**src/rtl/int_tx_ascii_pkg.sv**
```systemverilog
// Shared definitions for the UART calculator link.
// Holds the TX-side state encoding and ASCII byte constants next to the RX
// operator codes, so both directions decode the same table.
package int_tx_ascii_pkg;

  // TX formatter states; the numeric values are visible on the STATE debug port
  typedef enum logic [2:0] {
    ST_IDLE   = 3'd0,
    ST_CONV   = 3'd1,
    ST_SIGN   = 3'd2,
    ST_DIGIT  = 3'd3,
    ST_CR     = 3'd4,
    ST_LF     = 3'd5,
    ST_FINISH = 3'd6
  } tx_state_e;

  // ASCII bytes emitted on the TX path
  localparam logic [7:0] ASCII_ZERO  = 8'h30;
  localparam logic [7:0] ASCII_MINUS = 8'h2D;
  localparam logic [7:0] ASCII_CR    = 8'h0D;
  localparam logic [7:0] ASCII_LF    = 8'h0A;

  // Operator bytes recognised on the RX path
  localparam logic [7:0] OP_ADD = 8'h2B;
  localparam logic [7:0] OP_SUB = 8'h2D;
  localparam logic [7:0] OP_MUL = 8'h2A;
  localparam logic [7:0] OP_DIV = 8'h2F;
  localparam logic [7:0] OP_EQ  = 8'h3D;

  // Double-dabble correction: a nibble >= 5 would overflow past 9 after the
  // next shift, so pre-add 3 to carry into the next decade.
  function automatic logic [3:0] dd_adj(input logic [3:0] n);
    return (n >= 4'd5) ? (n + 4'd3) : n;
  endfunction

endpackage

```
**src/rtl/int_tx_ascii_bin2bcd.sv**
```systemverilog
// bin2bcd_seq: sequential binary-to-BCD converter (shift-and-add-3).
// Ports:
//   clk, rst_n  clock, async active-low reset
//   start       one-cycle load of bin; restarts any conversion in progress
//   bin         unsigned binary input, NBIT bits
//   bcd         DIGITS packed BCD nibbles, LSD in [3:0]; final once done pulses
//   done        one-cycle pulse; bcd is valid from this cycle on
// The load edge performs the first (trivial) iteration, so the full NBIT
// iterations finish NBIT edges after start and done is seen one cycle later.
module bin2bcd_seq
  import int_tx_ascii_pkg::*;
#(
  parameter int NBIT   = 8,
  parameter int DIGITS = 3
) (
  input  logic                  clk,
  input  logic                  rst_n,
  input  logic                  start,
  input  logic [NBIT-1:0]       bin,
  output logic [4*DIGITS-1:0]   bcd,
  output logic                  done
);

  localparam int CW = $clog2(NBIT + 1);

  logic [NBIT-1:0]           sh;
  logic [CW-1:0]             cnt;
  logic                      run;
  logic [DIGITS-1:0][3:0]    adj;
  logic [4*DIGITS-1:0]       adj_flat;

  // per-nibble add-3 correction ahead of each shift
  for (genvar g = 0; g < DIGITS; g++) begin : g_adj
    assign adj[g] = dd_adj(bcd[4*g +: 4]);
  end
  assign adj_flat = adj;

  always_ff @(posedge clk or negedge rst_n) begin
    if (!rst_n) begin
      bcd  <= '0;
      sh   <= '0;
      cnt  <= '0;
      run  <= 1'b0;
      done <= 1'b0;
    end else begin
      done <= 1'b0;
      if (start) begin
        // iteration 1: BCD is zero so no correction, just shift in the MSB
        bcd <= {{(4*DIGITS-1){1'b0}}, bin[NBIT-1]};
        sh  <= {bin[NBIT-2:0], 1'b0};
        cnt <= CW'(NBIT - 1);
        run <= 1'b1;
      end else if (run) begin
        bcd <= {adj_flat[4*DIGITS-2:0], sh[NBIT-1]};
        sh  <= {sh[NBIT-2:0], 1'b0};
        cnt <= cnt - 1'b1;
        if (cnt == CW'(1)) begin
          run  <= 1'b0;
          done <= 1'b1;
        end
      end
    end
  end

endmodule

```
**src/rtl/int_tx_ascii.sv**
```systemverilog
// int_tx_ascii: formats the ALU result as ASCII decimal for the UART TX FIFO.
// Frame: ['-'] digits (MSD first, no leading zeros) [CR LF].
// Ports:
//   CLK, RESET_N  clock, async active-low reset
//   START         request pulse from RX FIN; only honoured in IDLE
//   RESULT        ALU result, captured on the accepted START
//   FIFO_full     TX FIFO full; stalls the frame with data_out held
//   WR_FIFO       write strobe, one byte per high cycle
//   data_out      byte to the FIFO, valid while WR_FIFO=1
//   BUSY          high from the cycle after an accepted START until IDLE
//   DONE          one-cycle pulse after the last byte is written
//   STATE         current state, debug
module int_tx_ascii
  import int_tx_ascii_pkg::*;
#(
  parameter int NBIT   = 8,
  parameter int DIGITS = 3,
  parameter int SIGNED = 1,
  parameter int EOL_EN = 1
) (
  input  logic            CLK,
  input  logic            RESET_N,
  input  logic            START,
  input  logic [NBIT-1:0] RESULT,
  input  logic            FIFO_full,
  output logic            WR_FIFO,
  output logic [7:0]      data_out,
  output logic            BUSY,
  output logic            DONE,
  output logic [2:0]      STATE
);

  localparam int PW = (DIGITS > 1) ? $clog2(DIGITS) : 1;

  tx_state_e              state;
  logic                   neg;
  logic [PW-1:0]          ptr;
  logic                   res_neg;
  logic [NBIT-1:0]        mag;
  logic                   cvt_start;
  logic [4*DIGITS-1:0]    bcd;
  logic [DIGITS-1:0][3:0] bcd_d;
  logic                   bcd_done;
  logic [3:0]             cur_digit;
  logic                   send;

  // magnitude of the result; two's-complement negate maps -2**(NBIT-1) to
  // 2**(NBIT-1), which still fits unsigned in NBIT bits
  assign res_neg   = (SIGNED != 0) && RESULT[NBIT-1];
  assign mag       = res_neg ? (~RESULT + 1'b1) : RESULT;
  assign cvt_start = (state == ST_IDLE) && START;

  bin2bcd_seq #(
    .NBIT   (NBIT),
    .DIGITS (DIGITS)
  ) u_b2b (
    .clk   (CLK),
    .rst_n (RESET_N),
    .start (cvt_start),
    .bin   (mag),
    .bcd   (bcd),
    .done  (bcd_done)
  );

  assign bcd_d     = bcd;
  assign cur_digit = bcd_d[ptr];

  // index of the most significant non-zero digit; 0 when all zero so the
  // value 0 still prints one '0'
  function automatic logic [PW-1:0] msd_ptr(input logic [DIGITS-1:0][3:0] d);
    msd_ptr = '0;
    for (int i = 0; i < DIGITS; i++)
      if (d[i] != 4'd0) msd_ptr = PW'(i);
  endfunction

  assign send    = (state == ST_SIGN) || (state == ST_DIGIT) ||
                   (state == ST_CR)   || (state == ST_LF);
  // write as soon as there is room; the FSM only advances on a real write
  assign WR_FIFO = send && !FIFO_full;
  assign STATE   = state;

  always_comb begin
    data_out = 8'h00;
    case (state)
      ST_SIGN:  data_out = ASCII_MINUS;
      ST_DIGIT: data_out = ASCII_ZERO + {4'h0, cur_digit};
      ST_CR:    data_out = ASCII_CR;
      ST_LF:    data_out = ASCII_LF;
      default:  data_out = 8'h00;
    endcase
  end

  always_ff @(posedge CLK or negedge RESET_N) begin
    if (!RESET_N) begin
      state <= ST_IDLE;
      neg   <= 1'b0;
      ptr   <= '0;
      BUSY  <= 1'b0;
      DONE  <= 1'b0;
    end else begin
      DONE <= 1'b0;
      case (state)
        ST_IDLE: begin
          if (START) begin
            neg   <= res_neg;
            BUSY  <= 1'b1;
            state <= ST_CONV;
          end
        end
        ST_CONV: begin
          if (bcd_done) begin
            ptr   <= msd_ptr(bcd_d);
            state <= neg ? ST_SIGN : ST_DIGIT;
          end
        end
        ST_SIGN: begin
          if (WR_FIFO) state <= ST_DIGIT;
        end
        ST_DIGIT: begin
          if (WR_FIFO) begin
            if (ptr == '0) begin
              if (EOL_EN != 0) begin
                state <= ST_CR;
              end else begin
                state <= ST_FINISH;
                DONE  <= 1'b1;
              end
            end else begin
              ptr <= ptr - 1'b1;
            end
          end
        end
        ST_CR: begin
          if (WR_FIFO) state <= ST_LF;
        end
        ST_LF: begin
          if (WR_FIFO) begin
            state <= ST_FINISH;
            DONE  <= 1'b1;
          end
        end
        ST_FINISH: begin
          // START here is deliberately dropped; no request queueing
          state <= ST_IDLE;
          BUSY  <= 1'b0;
        end
        default: begin
          state <= ST_IDLE;
          BUSY  <= 1'b0;
        end
      endcase
    end
  end

endmodule

```
**config.mk**
```make
export PLATFORM = sky130hd
export DESIGN_NAME = int_tx_ascii
export DESIGN_NICKNAME = d
export VERILOG_FILES = /design/src/rtl/int_tx_ascii_pkg.sv /design/src/rtl/int_tx_ascii_bin2bcd.sv /design/src/rtl/int_tx_ascii.sv
export SDC_FILE = /design/constraint.sdc
export NUM_CORES = 1
export LEC_CHECK = 0
export ABC_CLOCK_PERIOD_IN_PS = 3670
export BUFFER_PORTS_ARGS = -buffer_cell sky130_fd_sc_hd__buf_2
export CAP_MARGIN = 10
export CORE_MARGIN = 10
export CORE_UTILIZATION = 55
export DETAILED_ROUTE_END_ITERATION = 10
export GPL_ROUTABILITY_DRIVEN = 0
export PLACE_DENSITY = 0.86
export SKIP_CTS_REPAIR_TIMING = 1
export SLEW_MARGIN = 40
export SYNTH_ARGS = -nofsm -noshare
export SYNTH_HDL_FRONTEND = slang
export SYNTH_SLANG_ARGS = --single-unit
```
**constraint.sdc**
```tcl
create_clock -name CLK -period 3.67 [get_ports CLK]
set_clock_uncertainty 0.05 [all_clocks]
set_input_delay 0.367 -clock CLK [delete_from_list [all_inputs] [get_ports CLK]]
set_output_delay 0.367 -clock CLK [all_outputs]
set_load 0.1 [all_outputs]
```
**Word-level counts from Yosys, hierarchy flattened**

Cells that the tools add are included.

- Register bits after elaboration: 34
- Bits in latches: 0
- Memory bits (writable): 0
- Memory bits (read-only): 0
- Input port bits: 12
- Output and inout port bits: 14
- Logic and storage cells: 92
- Memories: 0

- Add/sub/neg operators: 7
- $mul: 0
- Div/mod/pow operators: 0
- Magnitude comparators: 4
- Equality and inequality tests: 14
- Shifts and indexed selects: 0
- Mux-type cells: 38
- Bitwise gates (word level): 2
- Reductions and logical operators: 17

Operator list:

| operator | number |
|---|---|
| $pmux 7 s4 | 1 |
| $mux 12 | 2 |
| $mux 3 | 8 |
| $mux 8 | 3 |
| $mux 4 | 5 |
| $pmux 3 s6 | 1 |
| $ge 4x3->1 const B | 3 |
| $ne 2x2->1 const B | 6 |
| $mux 1 | 11 |
| $add 4x2->4 const B | 2 |
| $add 8x1->8 const B | 1 |
| $bmux 4 s2 | 1 |
| $mux 2 | 4 |
| $not 8->8 | 1 |
| $reduce_bool 4->1 | 2 |
| $add 6x4->7 const A | 1 |
| $reduce_and 7->1 | 1 |
| $eq 3x2->1 const B | 2 |
| $eq 3x3->1 const B | 2 |
| $reduce_or 5->1 | 1 |
| $eq 4x1->1 const B | 1 |
| $ne 2x1->1 const B | 2 |
| $pmux 2 s2 | 1 |
| $reduce_and 2->1 | 2 |
| 14 further kinds | 18 |

**Logic depth before layout (Yosys ltp)**

Gate-level depths: netlist of run 1.

- Word-level depth: 7
- Gate-level depth with buffers: 7
- Mapped depth without buffers: 6

**Modules after synthesis**

A second synthesis of run 1 with hierarchy kept.

- Cell total of the unflattened synthesis: 253
- Area, all modules: 2,275.9 um^2

By module, submodules not included:

| module | instances | cells an instance | area each (um^2) | sequential area each (um^2) |
|---|---|---|---|---|
| bin2bcd_seq | 1 | 142 | 1,362.6 | 625.6 |
| int_tx_ascii | 1 | 111 | 913.4 | 200.2 |

**Worst setup path before layout of run 1**

No wires, ideal clock.

- Path kind: flip-flop to output port
- Start: register state[1], in the netlist STATE[1]
- End: output data_out[3]
- Arrival time: 3,455 ps
- Required time: 3,253 ps
- Path slack: -202 ps
- Cell stages (with the launch flop): 4
- Path buffers: 1
- Cell sequence: dfrtp_1 > buf_4 > nand2b_1 > o21ai_0

- Longest elaborated chain between the ends: 2
- Elaborated cells on any way between the ends: 5
- Classes of those cells: eq/ne: 4; mux: 1

RTL lines:

| element | RTL line | text |
|---|---|---|
| from (decl) | int_tx_ascii.sv:35 | `tx_state_e state;` |
| from (signal assigned) | int_tx_ascii.sv:113 | `state <= neg ? ST_SIGN : ST_DIGIT;` |
| $eq 3x3->1 / $eq 3x2->1 (equally long branches) | int_tx_ascii.sv:84 | `case (state)` |
| $pmux 7 s4 * | int_tx_ascii.sv:84 |  |
| to (decl) | int_tx_ascii.sv:27 | `output logic [7:0] data_out,` |

Every way passes the cells marked *; elsewhere a longest branch is shown, timed or not.

**Worst setup path in the final report of run 1**

- Start: register state[1], in the netlist STATE[1]
- End: output data_out[2]

Same word-level chain as after synthesis.

==> results of run 1 <==
cell usage in the layout (no fill, tap or decap), types with 2 or more instances in the layout:
cell type                  synthesis  final
sky130_fd_sc_hd__a21oi_1          27     27
sky130_fd_sc_hd__nand4_1           4      4
sky130_fd_sc_hd__nand2_1          23     23
sky130_fd_sc_hd__o311ai_1          3      3
sky130_fd_sc_hd__nand3_1           8      8
sky130_fd_sc_hd__nor3b_1           4      4
sky130_fd_sc_hd__dfrtp_1          33     32
sky130_fd_sc_hd__a21boi_0          2      2
sky130_fd_sc_hd__a211oi_1          3      3
sky130_fd_sc_hd__mux2_2            4      4
sky130_fd_sc_hd__o21ai_0          20     19
sky130_fd_sc_hd__o21bai_1          2      2
sky130_fd_sc_hd__nand3b_1          3      3
sky130_fd_sc_hd__inv_1            14     14
sky130_fd_sc_hd__conb_1            1      2
sky130_fd_sc_hd__buf_2             5     23
sky130_fd_sc_hd__ha_1             12     12
sky130_fd_sc_hd__mux2i_1           8      8
sky130_fd_sc_hd__xnor2_1           6      6
sky130_fd_sc_hd__nor4b_1           2      2
sky130_fd_sc_hd__nor2b_1           4      4
sky130_fd_sc_hd__clkbuf_8          0      6
sky130_fd_sc_hd__or4b_1            4      4
sky130_fd_sc_hd__o31ai_1           2      2
sky130_fd_sc_hd__nand2b_1          7      7
sky130_fd_sc_hd__nor2_1           11     11
worst min-delay path by stage:
| stage | start | endpoint | slack (ps) | depth (start not counted) |
|---|---|---|---|---|
| after CTS | RESET_N | u_b2b.bcd[7] | 120 | 1 |
| final | FIFO_full | STATE[1] | 290 | 2 |
| after floorplan | RESET_N | BUSY | 20 | 0 |
| after detailed placement | RESET_N | u_b2b.bcd[7] | 420 | 1 |
| after global placement | RESET_N | u_b2b.bcd[7] | 420 | 1 |
| after global routing | FIFO_full | STATE[1] | 310 | 2 |
routing by layer:
metal	up-vias	part of all wire [%]
met5	-	0
met4	0	2.0
met3	9	6.0
met2	36	46
met1	809	46
li1	855	-
cell families (layout without fill, tap and decap cells):
family | Yosys count | after routing | share of synthesized area [%]
XOR/XNOR | 7 | 7 | 2.92
multiplexers | 12 | 12 | 5.97
buffers and inverters | 29 | 48 | 6.38
flip-flops | 33 | 33 | 39.4
AO/OA/AOI/OAI | 64 | 64 | 17.7
other | 1 | 2 | 0.179
adder cells (fa/ha/maj) | 12 | 12 | 7.16
AND/OR/NAND/NOR | 77 | 77 | 20.3
registers in the layout (all words and copies together), names as in the netlist:
register / cells
u_b2b.run: 1
u_b2b.sh: 7
DONE: 1
neg: 1
u_b2b.done: 1
u_b2b.cnt: 4
ptr: 2
STATE: 3
BUSY: 1
u_b2b.bcd: 12
stage by stage:
stage | setup slack [ps] | cell area, µm² | utilization [%] | hold WS (ps) | std cells
after global placement | 1760 | 2210 | 60.3 | 419 | 294
after global routing | 1260 | 2330 | 63.7 | 312 | 303
after detailed placement | 1690 | 2210 | 60.3 | 421 | 294
after floorplan | 380 | 2100 | - | 21.4 | 236
after CTS | 1380 | 2290 | 62.6 | 119 | 301
final | 1390 | 2330 | 63.7 | 289 | 303
cell type report:
type	instances	area, µm²
Fill cell	326	1330
Multi-Input combinational cell	174	1140
Sequential cell	33	827
Timing Repair Buffer	26	160
Clock buffer	7	86.3
Tap cell	48	60.1
Inverter	15	56.3
worst register-to-register path: stages, from the launching register on:
cell and delay, ps:
sky130_fd_sc_hd__dfrtp_1 530, sky130_fd_sc_hd__inv_1 80, sky130_fd_sc_hd__ha_1 240, sky130_fd_sc_hd__or3b_1 360, sky130_fd_sc_hd__a211o_1 350, sky130_fd_sc_hd__mux2i_1 180, sky130_fd_sc_hd__o31ai_1 90
==> summary by stage, run 1 <==
Timing
The final number of hold-violating endpoints is 0. Derived from the worst setup path, the maximum achievable clock frequency is 440 MHz. The final number of max-transition violations is 0. The time the worst path needs with I/O delays and setup is 2280 ps. The post-route clock period utilization is 62.0%. For the pin with the worst max-slew slack, the measured transition is 656 ps. In this run the tightest slew margin relative to its limit is 56.1%. Setup repair after global routing left no endpoint under its margin.

The count of final setup violators is 0. In the final timing run, aggregate negative setup slack is 0 ps.

Final layout
The layout net count is 279. The number of diodes added for antenna fixing is 0. Compared with the post-synthesis result, the final layout area differs by 11.2%. In the final layout, the share of cells above drive strength 1 is 15.3%.

Global routing
In the global route stage, met3 resource usage came out at 4.26%. For met1 alone, demand over resource in global routing was 16.5%. The number of global-route vias before repair is 1675. Entering global routing, the biggest net connects 37 pins. For this run, the total global-route usage over all layers was measured as 14.2%.

The first-pass GRT wire length is 7570 µm. The leftover overflow at the end of global routing is 0. Global routing used 23.5% of the available met2 tracks.

The layer carrying the most global-route usage is met2. The number of antenna violations at the first check in global routing is 0.

Yosys
After synthesis, the mean cell area works out to 8.92 µm². Yosys printed 0 warnings. In this run, synthesis produced a sequential element count of 33. The proportion of register bits with asynchronous set or reset after synthesis is 100%. The synthesized design contains 0 enable-type register cells. The number of instances in the synthesized netlist is 235. The share of the Yosys chip area taken by registers is 39.4%. The largest area contributor in the netlist is sky130_fd_sc_hd__dfrtp_1.

Among all flip-flop cells after synthesis, the most frequent one is sky130_fd_sc_hd__dfrtp_1. In this run the cell area of the synthesized design comes to 0.00210 mm². The netlist uses 42 different library cells. The area fraction of the dominant cell type after synthesis is 39.4%. Ranked by instance count, the synthesized netlist is headed by sky130_fd_sc_hd__dfrtp_1, sky130_fd_sc_hd__a21oi_1, sky130_fd_sc_hd__nand2_1. The most frequent cell after synthesis is sky130_fd_sc_hd__dfrtp_1. Sorting the synthesized cells by area gives the leading types as sky130_fd_sc_hd__dfrtp_1, sky130_fd_sc_hd__ha_1, sky130_fd_sc_hd__a21oi_1.

Critical path
STA puts the critical path data required time at 3250 ps. Data on the critical path arrives at its endpoint at 1860 ps. The register-to-register setup slack is 1660 ps. The critical path goes through nand2b_1 > a21oi_1 > o21bai_1 > buf_2. The logic depth of the worst setup path including buffers is 4. Among all stages on the critical path, the largest delay is contributed by sky130_fd_sc_hd__dfrtp_1. The startpoint identified for the worst register-to-register timing path is ptr[0]. The number of buffer and inverter instances along the worst setup path is 1. Grouping stages by cell kind, the critical path spends the most delay in flip-flops. The category of the worst setup path launch point is a flip-flop. The type of the worst setup path is flip-flop to output pin.

The largest stage delay on the critical path is 480 ps. In this run the critical register-to-register path is captured at ptr[0]. The worst setup path endpoint is data_out[2]. The peak fanout along the critical path is 11.

The worst setup path is captured at an output pin. The depth of the most critical reg-to-reg path is 6. The launching element of the worst setup path is STATE[1].

Die
The effective utilization at floorplan is 57.3%. The die is 81.7 µm tall. The floorplan row count is 22.

The die is 81.7 µm wide. Pin placement for this block handled 26 I/O pins. The core region is 0.00366 mm². The die covers 0.00668 mm².

Status
The run finished with clean final reports.

Detailed routing
The number of violations reported at the end of detailed-routing iteration 0 is 104. Once detail routing completed, the nets flagged for antenna violations numbered 0. The number of vias after detailed routing is 1709. Summed over all layers, the routed wires come to 4400 µm. The detailed-routing iteration count for the pre-antenna-repair pass is 4. The average wire per standard cell is 14.5 µm. After detailed routing, the number of vias per cell comes to 5.64. The number of remaining DRC errors is 0.

Clock network
The H-tree was split into 2 levels. The CTS sink count is 33. The latest clock arrival within the worst-skew pair is 290 ps. Counting the buffers created by CTS gives 5. The maximum clock path buffer count is 2.

The clock tree root buffer cell is sky130_fd_sc_hd__clkbuf_8. Clock-pin slew was measured on the worst setup and hold paths at 60 ps. TritonCTS built the clock tree.

Placed design
Summed over all nets, the half-perimeter wirelength after detailed placement is 3130 µm. During placement, the flow inserted port buffers numbering 23.

Worst hold path
The tightest min-delay check is of the input pin to flip-flop type.

Flow run
The tool flagged a number of max-cap violations equal to 0.
Power of run 1 is not shown: default switching activity piles up to over one toggle a cycle in this logic, so the estimate is an artifact.
==> run 2: changes to the inputs <==
--- a/config.mk
+++ b/config.mk
@@ -5,7 +5,7 @@
 export SDC_FILE = /design/constraint.sdc
 export NUM_CORES = 1
 export LEC_CHECK = 0
-export ABC_CLOCK_PERIOD_IN_PS = 3670
+export ABC_CLOCK_PERIOD_IN_PS = 2200
 export BUFFER_PORTS_ARGS = -buffer_cell sky130_fd_sc_hd__buf_2
 export CAP_MARGIN = 10
 export CORE_MARGIN = 10
==> constraint.sdc (replaced) <==
create_clock -name CLK -period 2.2 [get_ports CLK]
set_clock_uncertainty 0.05 [all_clocks]
set_input_delay 0.22 -clock CLK [delete_from_list [all_inputs] [get_ports CLK]]
set_output_delay 0.22 -clock CLK [all_outputs]
set_load 0.1 [all_outputs]
==> summary by stage, run 2 (synthesized netlist as in run 1, its figures left out) <==
Timing
Setup repair after global routing left no endpoint under its margin. The count of final setup violators is 0. The worst setup margin is 101 ps. The final number of hold-violating endpoints came to 0. The timing-limited maximum frequency is 476 MHz. The time the worst path needs with I/O delays and setup is 2100 ps. The post-route clock period utilization is 95.4%.

The final number of max-transition violations came to 0.

Clock network
The total clock buffers created by CTS is 5. The clock-pin slew of the registers on the worst-case setup and hold paths is 70 ps. TritonCTS built the clock tree. The later pin in the worst-skew pair is clocked with a latency of 290 ps. The clock passes through at most 2 buffers. The tree is rooted in a sky130_fd_sc_hd__clkbuf_8. Clock tree synthesis found a total of 33 sinks.

CTS built an H-tree with a depth of 2.

Final layout
The fraction of layout instances using a drive strength above 1 is 20.9%. In the layout the commonest cells are sky130_fd_sc_hd__dfrtp_1, sky130_fd_sc_hd__a21oi_1, sky130_fd_sc_hd__nand2_1. The number of antenna diodes in the final layout is 0.

The register with the most flip-flops in the layout has 12 of them. The post-route cell area is 0.00245 mm². In the final design database the tool counted 281 nets.

The largest register by flop count is u_b2b.bcd. The synthesis-to-layout area growth is 16.9%. The largest registers in the layout are u_b2b.bcd x12, u_b2b.sh x7, u_b2b.cnt x4.

The library cell used most frequently in the layout, excluding fill and tap cells, is sky130_fd_sc_hd__dfrtp_1.

Critical path
The type of the worst setup path is flip-flop to output pin. The worst setup path is launched from a flip-flop. The kind of end point of the critical path is an output pin. The peak fanout along the critical path is 8. The endpoint required time on the critical path is 1930 ps. The arrival time at the worst endpoint is 1830 ps.

Die
In this run the horizontal extent of the chip is 81.7 µm. The full die area is 0.00668 mm². The floorplan row count is 22. The boundary pin count is 26. The floorplan step defined a core boundary enclosing 0.00366 mm². The die boundary height is 81.7 µm. The initial utilization of the core area, before any placement, comes to 57.3%.

Global routing
After global routing, the most crowded layer is met2. Global routing finished with a remaining overflow of 0. The overall track demand over capacity in global routing is 14.6%. Global routing used 4.15% of the available met3 tracks.

The first global-routing pass estimated 7800 µm of wire. The global-route track usage on met1 is 16.5%. The largest net degree at the start of global routing is 34. The number of global-route vias before repair came to 1764. The number of antenna violations at the first check in global routing is 0. In the global route stage, met2 resource usage came out at 24.8%.

Worst hold path
The tightest min-delay check is of the input pin to flip-flop type.

Detailed routing
The routed layout has 1773 vias. The detailed-routing iteration count for the pre-antenna-repair pass is 4. For this block, the routed nets add up to 4570 µm of wire. The average vias per placed instance is 5.79. In the final routed layout, each cell accounts on average for 14.9 µm. In this run the remaining antenna-violating nets after routing total 0. The number of violations reported at the end of detailed-routing iteration 0 is 106.

The number of remaining DRC errors is 0.

Status
The run finished with clean final reports.

Flow run
The count of maximum capacitance violations is 0.

Placed design
After detailed placement, the total cell area comes to 0.00233 mm². The count of buffers added on input and output ports is 23. The final HPWL from detailed placement is 3390 µm.

Timing analysis after detailed placement gives a worst setup slack of 212 ps.
run 2: cell types whose count changed in the layout (fill, tap and decap cells not counted), moves of 2 or more:
cell and change:
sky130_fd_sc_hd__buf_2 -4, sky130_fd_sc_hd__dfrtp_2 +3, sky130_fd_sc_hd__buf_4 +4, sky130_fd_sc_hd__o21bai_1 -2
sky130_fd_sc_hd__buf_12 +2, sky130_fd_sc_hd__o21bai_4 +2, sky130_fd_sc_hd__dfrtp_1 -3
run 2: final cells by class:
| cell class | count | area (µm²) |
|---|---|---|
| Fill cell | 319 | 1210 |
| Sequential cell | 33 | 831 |
| Tap cell | 48 | 60.1 |
| Multi-Input combinational cell | 174 | 1210 |
| Clock buffer | 7 | 96.3 |
| Timing Repair Buffer | 28 | 190 |
| Inverter | 15 | 60.1 |
| Clock inverter | 1 | 5.00 |
run 2: layer usage:
layer	routed length, µm	part of all wire, %
met5	0	0
met4	108	2.4
met2	2230	49
met3	251	5.5
met1	1980	43
run 2: worst max-delay path: stages, from the launching register on:
cell and delay (ps):
sky130_fd_sc_hd__dfrtp_2 470, sky130_fd_sc_hd__mux2_2 370, sky130_fd_sc_hd__a221oi_2 330, sky130_fd_sc_hd__o21ai_4 70, sky130_fd_sc_hd__buf_2 310
run 2: final timing paths:
kind,from,slack (ps),to,cells after the start
max in group asynchronous,RESET_N,1420,ptr[0],2
max reg2reg,ptr[0],300,ptr[0],6
min in group asynchronous,RESET_N,360,ptr[1],2
min reg2reg,BUSY,430,BUSY,2
max,ptr[0],100,data_out[3],4
min,FIFO_full,160,STATE[1],2
run 2: metrics by stage:
stage               utilization [%]  hold WS [ps]  TNS [ps]  std cells
floorplan                         -          -126         0        236
global placement               63.6           269         0        297
detailed placement             63.6           271         0        297
CTS                            66.3         -44.2      -113        305
global route                   67.0           157         0        306
finish                         67.0           162         0        306
Power of run 2 is left out for the same reason.
